$ cat config.mk
export PLATFORM = sky130hd
export DESIGN_NAME = glitch_scheduler
export DESIGN_NICKNAME = d
export VERILOG_FILES = /design/src/rtl/glitch_scheduler.sv
export SDC_FILE = /design/constraint.sdc
export NUM_CORES = 1
export LEC_CHECK = 0
export CAP_MARGIN = 20
export CORE_MARGIN = 2
export CORE_UTILIZATION = 52
export CTS_CLUSTER_DIAMETER = 150
export DETAILED_ROUTE_END_ITERATION = 10
export PLACE_DENSITY = 0.76
export SLEW_MARGIN = 5
export SYNTH_ARGS = -nofsm -noshare
export SYNTH_HDL_FRONTEND = slang
export SYNTH_SLANG_ARGS = --single-unit
$ cat constraint.sdc
create_clock -name clk -period 6.4 [get_ports clk]
set_clock_uncertainty 0.15 [all_clocks]
set_input_delay 1.28 -clock clk [delete_from_list [all_inputs] [get_ports clk]]
set_output_delay 1.28 -clock clk [all_outputs]
set_load 0.03 [all_outputs]
$ cat src/rtl/glitch_scheduler.sv
// glitch_scheduler
// ----------------
// Sequences one glitch campaign at a time for a bank of glitch_injector
// channels. A campaign is configured and armed with `start`, released by
// `trigger`, waits a programmable delay, then emits `cfg_count` pulses of
// `cfg_width` cycles separated by `cfg_gap` low cycles on either the
// `enable` (glitch_en) or `enable_specific` (glitch_specific) input of the
// selected channel. `done` pulses for one cycle when the campaign ends.
//
// Optional feature macro: GLITCH_SCHED_JITTER_EN
//   When defined, a 16-bit Fibonacci LFSR (taps 16,14,13,11) free-runs and
//   its low three bits are added (saturating) to the first-pulse delay at
//   trigger time. When undefined the delay is exactly cfg_delay.
//
// Ports
//   clk             : rising-edge clock
//   reset_n         : synchronous active-low reset
//   start           : latch cfg_* and arm (IDLE only, target must be valid)
//   cfg_target      : injector channel index
//   cfg_specific    : 1 = drive glitch_specific, 0 = drive glitch_en
//   cfg_delay       : cycles from trigger to first pulse
//   cfg_width       : pulse width in cycles (0 behaves as 1)
//   cfg_gap         : low cycles between pulses
//   cfg_count       : number of pulses
//   trigger         : campaign release (ARMED only)
//   abort           : cancel campaign from any state, highest priority
//   glitch_en       : per-channel injector enable
//   glitch_specific : per-channel injector enable_specific
//   busy            : high in every state except IDLE
//   done            : one-cycle completion pulse
//   pulse_cnt       : pulses issued in the current or last campaign

module glitch_scheduler #(
   parameter int          NUM_TARGETS = 4,
   parameter int          CNT_W       = 16,
   parameter int          TGT_W       = (NUM_TARGETS > 1) ? $clog2(NUM_TARGETS) : 1,
   parameter logic [15:0] LFSR_SEED   = 16'hACE1
) (
   input  logic                   clk,
   input  logic                   reset_n,
   input  logic                   start,
   input  logic [TGT_W-1:0]       cfg_target,
   input  logic                   cfg_specific,
   input  logic [CNT_W-1:0]       cfg_delay,
   input  logic [CNT_W-1:0]       cfg_width,
   input  logic [CNT_W-1:0]       cfg_gap,
   input  logic [CNT_W-1:0]       cfg_count,
   input  logic                   trigger,
   input  logic                   abort,
   output logic [NUM_TARGETS-1:0] glitch_en,
   output logic [NUM_TARGETS-1:0] glitch_specific,
   output logic                   busy,
   output logic                   done,
   output logic [CNT_W-1:0]       pulse_cnt
);

   typedef enum logic [2:0] {
      IDLE,
      ARMED,
      DELAY,
      GLITCH,
      GAP,
      DONE
   } state_t;

   localparam logic [TGT_W:0] NUM_T = (TGT_W + 1)'(NUM_TARGETS);

   state_t                 state_q, state_d;
   logic [CNT_W-1:0]       cnt_q, cnt_d;
   logic [CNT_W-1:0]       pcnt_d;
   logic [CNT_W-1:0]       pcnt_inc;
   logic                   load_cfg;
   logic                   target_ok;
   logic [TGT_W-1:0]       tgt_q;
   logic                   spec_q;
   logic [CNT_W-1:0]       delay_q;
   logic [CNT_W-1:0]       width_q;
   logic [CNT_W-1:0]       gap_q;
   logic [CNT_W-1:0]       count_q;
   logic [CNT_W-1:0]       first_delay;
   logic [NUM_TARGETS-1:0] sel;

   assign target_ok = ({1'b0, cfg_target} < NUM_T);
   assign pcnt_inc  = pulse_cnt + CNT_W'(1);

`ifdef GLITCH_SCHED_JITTER_EN
   logic [15:0]    lfsr_q;
   logic           lfsr_fb;
   logic [CNT_W:0] jit_sum;

   assign lfsr_fb = lfsr_q[15] ^ lfsr_q[13] ^ lfsr_q[12] ^ lfsr_q[10];

   // Free-running jitter source; reseeded on every reset so a campaign
   // triggered at the same cycle offset after reset is reproducible.
   always_ff @(posedge clk) begin
      if (!reset_n) begin
         lfsr_q <= LFSR_SEED;
      end else begin
         lfsr_q <= {lfsr_q[14:0], lfsr_fb};
      end
   end

   // Jitter only stretches the first delay, clamped at the counter maximum.
   assign jit_sum     = {1'b0, delay_q} + {{(CNT_W - 2){1'b0}}, lfsr_q[2:0]};
   assign first_delay = jit_sum[CNT_W] ? {CNT_W{1'b1}} : jit_sum[CNT_W-1:0];
`else
   logic unused_seed;

   assign unused_seed = ^LFSR_SEED;
   assign first_delay = delay_q;
`endif

   // One-hot decode of the latched target; the cfg latch only accepts
   // in-range targets so exactly one bit is set.
   always_comb begin
      sel = '0;
      for (int i = 0; i < NUM_TARGETS; i++) begin
         sel[i] = (tgt_q == TGT_W'(i));
      end
   end

   // Next-state logic. A single down-counter is shared by DELAY, GLITCH and
   // GAP; every state leaves when the counter shows 1, so a load of N yields
   // N cycles in that state. Abort overrides everything else.
   always_comb begin
      state_d  = state_q;
      cnt_d    = cnt_q;
      pcnt_d   = pulse_cnt;
      load_cfg = 1'b0;
      if (abort) begin
         state_d = IDLE;
         cnt_d   = '0;
      end else begin
         case (state_q)
            IDLE: begin
               if (start && target_ok) begin
                  load_cfg = 1'b1;
                  pcnt_d   = '0;
                  state_d  = ARMED;
               end
            end
            ARMED: begin
               if (trigger) begin
                  if (count_q == '0) begin
                     state_d = DONE;
                  end else if (first_delay != '0) begin
                     state_d = DELAY;
                     cnt_d   = first_delay;
                  end else begin
                     state_d = GLITCH;
                     cnt_d   = width_q;
                  end
               end
            end
            DELAY: begin
               if (cnt_q <= CNT_W'(1)) begin
                  state_d = GLITCH;
                  cnt_d   = width_q;
               end else begin
                  cnt_d = cnt_q - CNT_W'(1);
               end
            end
            GLITCH: begin
               if (cnt_q <= CNT_W'(1)) begin
                  pcnt_d = pcnt_inc;
                  if (pcnt_inc == count_q) begin
                     state_d = DONE;
                     cnt_d   = '0;
                  end else if (gap_q != '0) begin
                     state_d = GAP;
                     cnt_d   = gap_q;
                  end else begin
                     state_d = GLITCH;
                     cnt_d   = width_q;
                  end
               end else begin
                  cnt_d = cnt_q - CNT_W'(1);
               end
            end
            GAP: begin
               if (cnt_q <= CNT_W'(1)) begin
                  state_d = GLITCH;
                  cnt_d   = width_q;
               end else begin
                  cnt_d = cnt_q - CNT_W'(1);
               end
            end
            DONE: begin
               state_d = IDLE;
            end
            default: begin
               state_d = IDLE;
            end
         endcase
      end
   end

   // State, counters and configuration latch. Width 0 is stored as 1 so the
   // counter logic never has to special-case it.
   always_ff @(posedge clk) begin
      if (!reset_n) begin
         state_q   <= IDLE;
         cnt_q     <= '0;
         pulse_cnt <= '0;
         tgt_q     <= '0;
         spec_q    <= 1'b0;
         delay_q   <= '0;
         width_q   <= '0;
         gap_q     <= '0;
         count_q   <= '0;
      end else begin
         state_q   <= state_d;
         cnt_q     <= cnt_d;
         pulse_cnt <= pcnt_d;
         if (load_cfg) begin
            tgt_q   <= cfg_target;
            spec_q  <= cfg_specific;
            delay_q <= cfg_delay;
            width_q <= (cfg_width == '0) ? CNT_W'(1) : cfg_width;
            gap_q   <= cfg_gap;
            count_q <= cfg_count;
         end
      end
   end

   // Outputs are registered from the next state so they line up exactly
   // with the state they describe and never glitch combinationally.
   always_ff @(posedge clk) begin
      if (!reset_n) begin
         glitch_en       <= '0;
         glitch_specific <= '0;
         busy            <= 1'b0;
         done            <= 1'b0;
      end else begin
         glitch_en       <= (state_d == GLITCH && !spec_q) ? sel : '0;
         glitch_specific <= (state_d == GLITCH &&  spec_q) ? sel : '0;
         busy            <= (state_d != IDLE);
         done            <= (state_d == DONE);
      end
   end

endmodule

# == Word level (Yosys, flattened, before mapping) ==
# Index checks and enable logic that the tools add are counted.
# op_classes
addsub,2
n_mul,0
div,0
order_cmp,1
n_eq_ne,14
n_shift,0
muxes,25
bitwise_logic,2
n_reduce_logical,18
# op_table
cell,count
$mux 16,10
$pmux 16 s3,1
$logic_not 16->1,2
$pmux 16 s2,1
$reduce_bool 16->1,2
$mux 3,8
$add 16x1->16 const B,1
$eq 16x16->1,1
$le 16x1->1 const B,1
$sub 16x1->16 const B,1
$pmux 3 s4,1
$eq 3x2->1 const B,3
$ne 2x2->1 const B,4
$eq 3x3->1 const B,2
$reduce_bool 3->1,2
$eq 2x2->1 const B,2
$mux 1,4
$reduce_and 2->1,2
$reduce_and 4->1,1
$reduce_or 2->1,2
$eq 3x1->1 const B,1
$logic_not 3->1,1
$reduce_and 3->1,1
$eq 2x1->1 const B,1
other kinds (5),7
# totals
register_bits,112
latch_bits,0
ram_bits,0
mem_bits_ro,0
in_bits,72
out_inout_bits,26
wordCells,75
mem_count,0

# == Logic depth before layout (Yosys ltp) ==
# depth
ltp_word,9
ltp_mapped,11
depth_no_buf,10

# == Least setup slack after synthesis ==
# Ideal clock, no wire load.
# synth_path
path_type,reg2reg
from,register pulse_cnt[0]
to,register cnt_q[1]
arrival_time_ns,2.743
required_ns,6.118
slack_ns,3.375
path_stages_with_launch,11
path_cell_list,dfxtp_1 > ha_1 > nand2_1 > or4_4 > xnor2_1 > a211oi_1 > o311a_4 > a21oi_2 > buf_4 > a221oi_1 > o22ai_1
# synth_via
elab_chain_len,5
# synth_rtl
item,line_no,rtl
start: declaration,54,output logic [CNT_W-1:0] pulse_cnt
start signal: assignment,214,pulse_cnt <= pcnt_d;
$add 16x1->16,84,assign pcnt_inc = pulse_cnt + CNT_W'(1);
$eq 16x16->1,166,if (pcnt_inc == count_q) begin
$mux 16,166,
$mux 16,164,if (cnt_q <= CNT_W'(1)) begin
$pmux 16 s3,134,case (state_q)
end signal: assignment,213,cnt_q <= cnt_d;
end: declaration,69,"logic [CNT_W-1:0] cnt_q, cnt_d;"
# Every way passes these cells.
# A chain may end at the register's enable or synchronous reset.

# == Final worst setup path ==
# layout_path
from,register pulse_cnt[0]
to,register cnt_q[9]
# Same word-level chain as after synthesis.

==> results.py <==
metrics = {
    "status": {
        "status": "finished, violations left",
        "violations": "design-rule violations",
    },
    "worst_setup_path": {
        "crit_arrival_ps": 3680,
        "cp.required_ps": 6470,
        "crit_path_top_delay_cell": "a211oi_1",
        "critPathLaunchType": "flop",
        "cp_max_fo": 15,
        "max_stage_delay_ps": 530,
        "path_cells": "ha_1 > nand2_1 > or4_4 > xnor2_1 > a211oi_1 > o311a_4 > a21oi_2 > a221oi_1 > nor3_1",
        "end_kind": "flop",
        "critical_path_class": "reg2reg",
    },
    "synthesis": {
        "syn_nets": 893,
        "synth_top_area_cell": "dfxtp_1",
        "synth.area.top_cells": "dfxtp_1, nand2_1, a21boi_0",
        "synth_edf_count": 0,
        "synth_warnings": 0,
        "yosysTopAreaCellShare_pct": 36.21,
        "synthesis.area_um2": 6192,
        "yosys_most_used_dff": "dfxtp_1",
        "ys_seq_elements": 112,
        "syn_area_per_cell_um2": 7.570,
        "synthDistinctLibCells": 70,
        "async_flop_share_pct": 0,
        "seq_area_frac_synth_pct": 36.21,
        "synthCells": 818,
    },
    "sta": {
        "worstMarginPinSlew_ps": 1076,
        "worst_slack_ps": 2784,
        "fin_crit_sh_pct": 56.50,
        "fmax_mhz": 276.6,
        "finalSetupTns_ps": 0,
        "drv_slew": 0,
        "period_needed_ps": 3616,
        "hold_viol_final": 0,
        "setup_viol": 0,
        "slew_headroom_pct": 28.29,
        "rsz0062_at_grt": "false",
    },
    "cells_and_area": {
        "regArea_um2": 2242,
        "area_growth_pct": 20.61,
        "fin_cells": 1026,
        "final_cell_mix": "nand2_1, dfxtp_1, clkdlybuf4s50_1",
        "multi_input_area_um2": 3695,
        "drive_above_1_share_pct": 5.323,
        "diodes": 0,
        "final_common_cell": "nand2_1",
        "nets": 953,
        "fin_area_um2": 7468,
        "fillers": 1017,
    },
    "place": {
        "hpwl_um": 12420,
        "gp_congestion": 0.9451,
        "port_buffers": 97,
        "postPlaceCellArea_um2": 7161,
        "placed_cells": 1009,
        "dpl_worst_slack_ps": 2588,
    },
    "clock_tree": {
        "cts_tree": "done",
        "numCtsBuffers": 9,
        "clock-sinks": 112,
        "cts.path.max_buffers": 2,
        "cts_root_buffer": "clkbuf_16",
        "cts_resized": 0,
        "postCtsSetupBuffers": 0,
        "clkLatencyLatePin_ps": 360,
        "cts_hold_buf": 0,
        "htree_levels": 3,
        "clk_pin_slew_worst_paths_ps": 80,
    },
    "floorplanning": {
        "initial_core_util_pct": 53.77,
        "die_h_um": 113.1,
        "placementRows": 39,
        "core_um2": 11520,
        "ioPinCount": 98,
        "die_area_um2": 12800,
        "die_x_um": 113.1,
    },
    "drt": {
        "wire_per_inst_um": 17.13,
        "dr_total_vias": 6228,
        "drc": 6,
        "dr.first_iter.drc_count": 688,
        "drt_wl_total_um": 17580,
        "ant_nets": 0,
        "drt_pass1_iterations": 8,
        "via_per_inst": 6.070,
    },
    "power_and_ir_drop": {
        "p_leak_nw": 2.657,
        "p_per_area_nw_per_um2": 206.7,
        "power_mw": 1.544,
        "vdd_drop_max_uv": 125.1,
    },
    "grt": {
        "grt_use_total_pct": 27.38,
        "grt_antenna_before_repair": 0,
        "overflow": 0,
        "grt_max_degree": 86,
        "first_global_vias": 5553,
        "grt_pass1_wl_um": 28350,
    },
    "worst_hold_path": {
        "holdCritPathClass": "reg2reg",
    },
    "run": {
        "max_cap_viol_count": 0,
    },
}
[worst max-delay path: cells and delay by family (launching register included)]
kind                       cells  cell delay, ps
AOI/OAI and AO/OA              4            1530
and+or+nand+nor                3             770
DFF                            1             480
adders and majority gates      1             390
xor gates and xnor gates       1             140
[cell type report]
class	instances	share of cell area, %
clock buffer	9	3.016
clock inverter	7	0.8377
inverter	9	0.4523
multi-input combinational	642	49.47
sequential	112	30.02
tap	143	2.396
timing repair buffer	104	13.80
[flip-flops by register name, summed over array words and instances (netlist names)]
signal / count
busy: 1
gap_q: 16
pulse_cnt: 16
cnt_q: 16
count_q: 16
tgt_q: 2
delay_q: 16
spec_q: 1
glitch_en: 4
done: 1
width_q: 16
glitch_specific: 4
state_q: 3
[through the flow]
| stage | hold slack, ps | util, % |
|---|---|---|
| final | 341.9 | 64.85 |
| after global routing | 369.7 | 64.85 |
| after CTS | 339.8 | 64.68 |
| after detailed placement | 328.3 | 62.18 |
| after global placement | 322.9 | 62.18 |
| after floorplan | 303.5 | - |
[final timing paths]
kind / cells past startpoint / slack (ps) / end / start
hold reg to reg: 2 / 340 / gap_q[0]$_SDFFE_PN0P_ / gap_q[0]$_SDFFE_PN0P_
hold / removal: 2 / 340 / gap_q[0]$_SDFFE_PN0P_ / gap_q[0]$_SDFFE_PN0P_
setup reg to reg: 9 / 2780 / cnt_q[9]$_SDFFE_PP0P_ / pulse_cnt[0]$_SDFFE_PN0P_
setup / recovery: 9 / 2780 / cnt_q[9]$_SDFFE_PP0P_ / pulse_cnt[0]$_SDFFE_PN0P_
[power by group]
group | switching [mW] | internal [mW] | leakage, nW | total [mW]
Sequential | 0.0312 | 0.720 | 0.910 | 0.751
Combinational | 0.133 | 0.106 | 1.60 | 0.239
Clock | 0.280 | 0.274 | 0.144 | 0.554
Total | 0.444 | 1.10 | 2.66 | 1.54
[cells by family (layout without fill, tap and decap cells)]
logic type / Yosys count / in the layout / share of synthesized area (%)
AND/OR/NAND/NOR: 366 / 366 / 28.61
AO/OA/AOI/OAI: 248 / 248 / 26.67
flip-flops: 112 / 112 / 36.21
buffers and inverters: 64 / 129 / 4.284
XOR/XNOR: 21 / 21 / 2.970
multiplexers: 4 / 4 / 0.6466
adder cells (fa/ha/maj): 3 / 3 / 0.6062
[per-layer routing]
layer | routed length, µm | GRT usage, % | vias up
li1 | - | - | 3028
met1 | 8036 | 39.89 | 2875
met2 | 7680 | 40.84 | 290
met3 | 1468 | 4.285 | 35
met4 | 393 | 10.33 | 0
met5 | 0 | 0 | -
[cells in the mapped netlist (all sizes together), types with 2 or more instances]
library cell    n
mux2i           4
o211ai          3
a21boi         72
nand2         186
nand3          13
o22a            3
o22ai           4
nor2b          10
clkbuf         41
or4             4
inv             9
xor2            7
buf            14
nor2           46
a31oi           7
a21o            7
and2           11
o31a            2
nor3b           4
or3            10
xnor2          14
o311a           2
a221oi          6
nand2b          7
nor3           23
or2             5
a21oi          64
o21ai          50
a211oi          7
a41oi           8
nand4           8
and3            4
ha              3
and4            3
dfxtp         112
nor4           27
o41ai           2
Note: power is estimated with default switching activity, not from simulation.
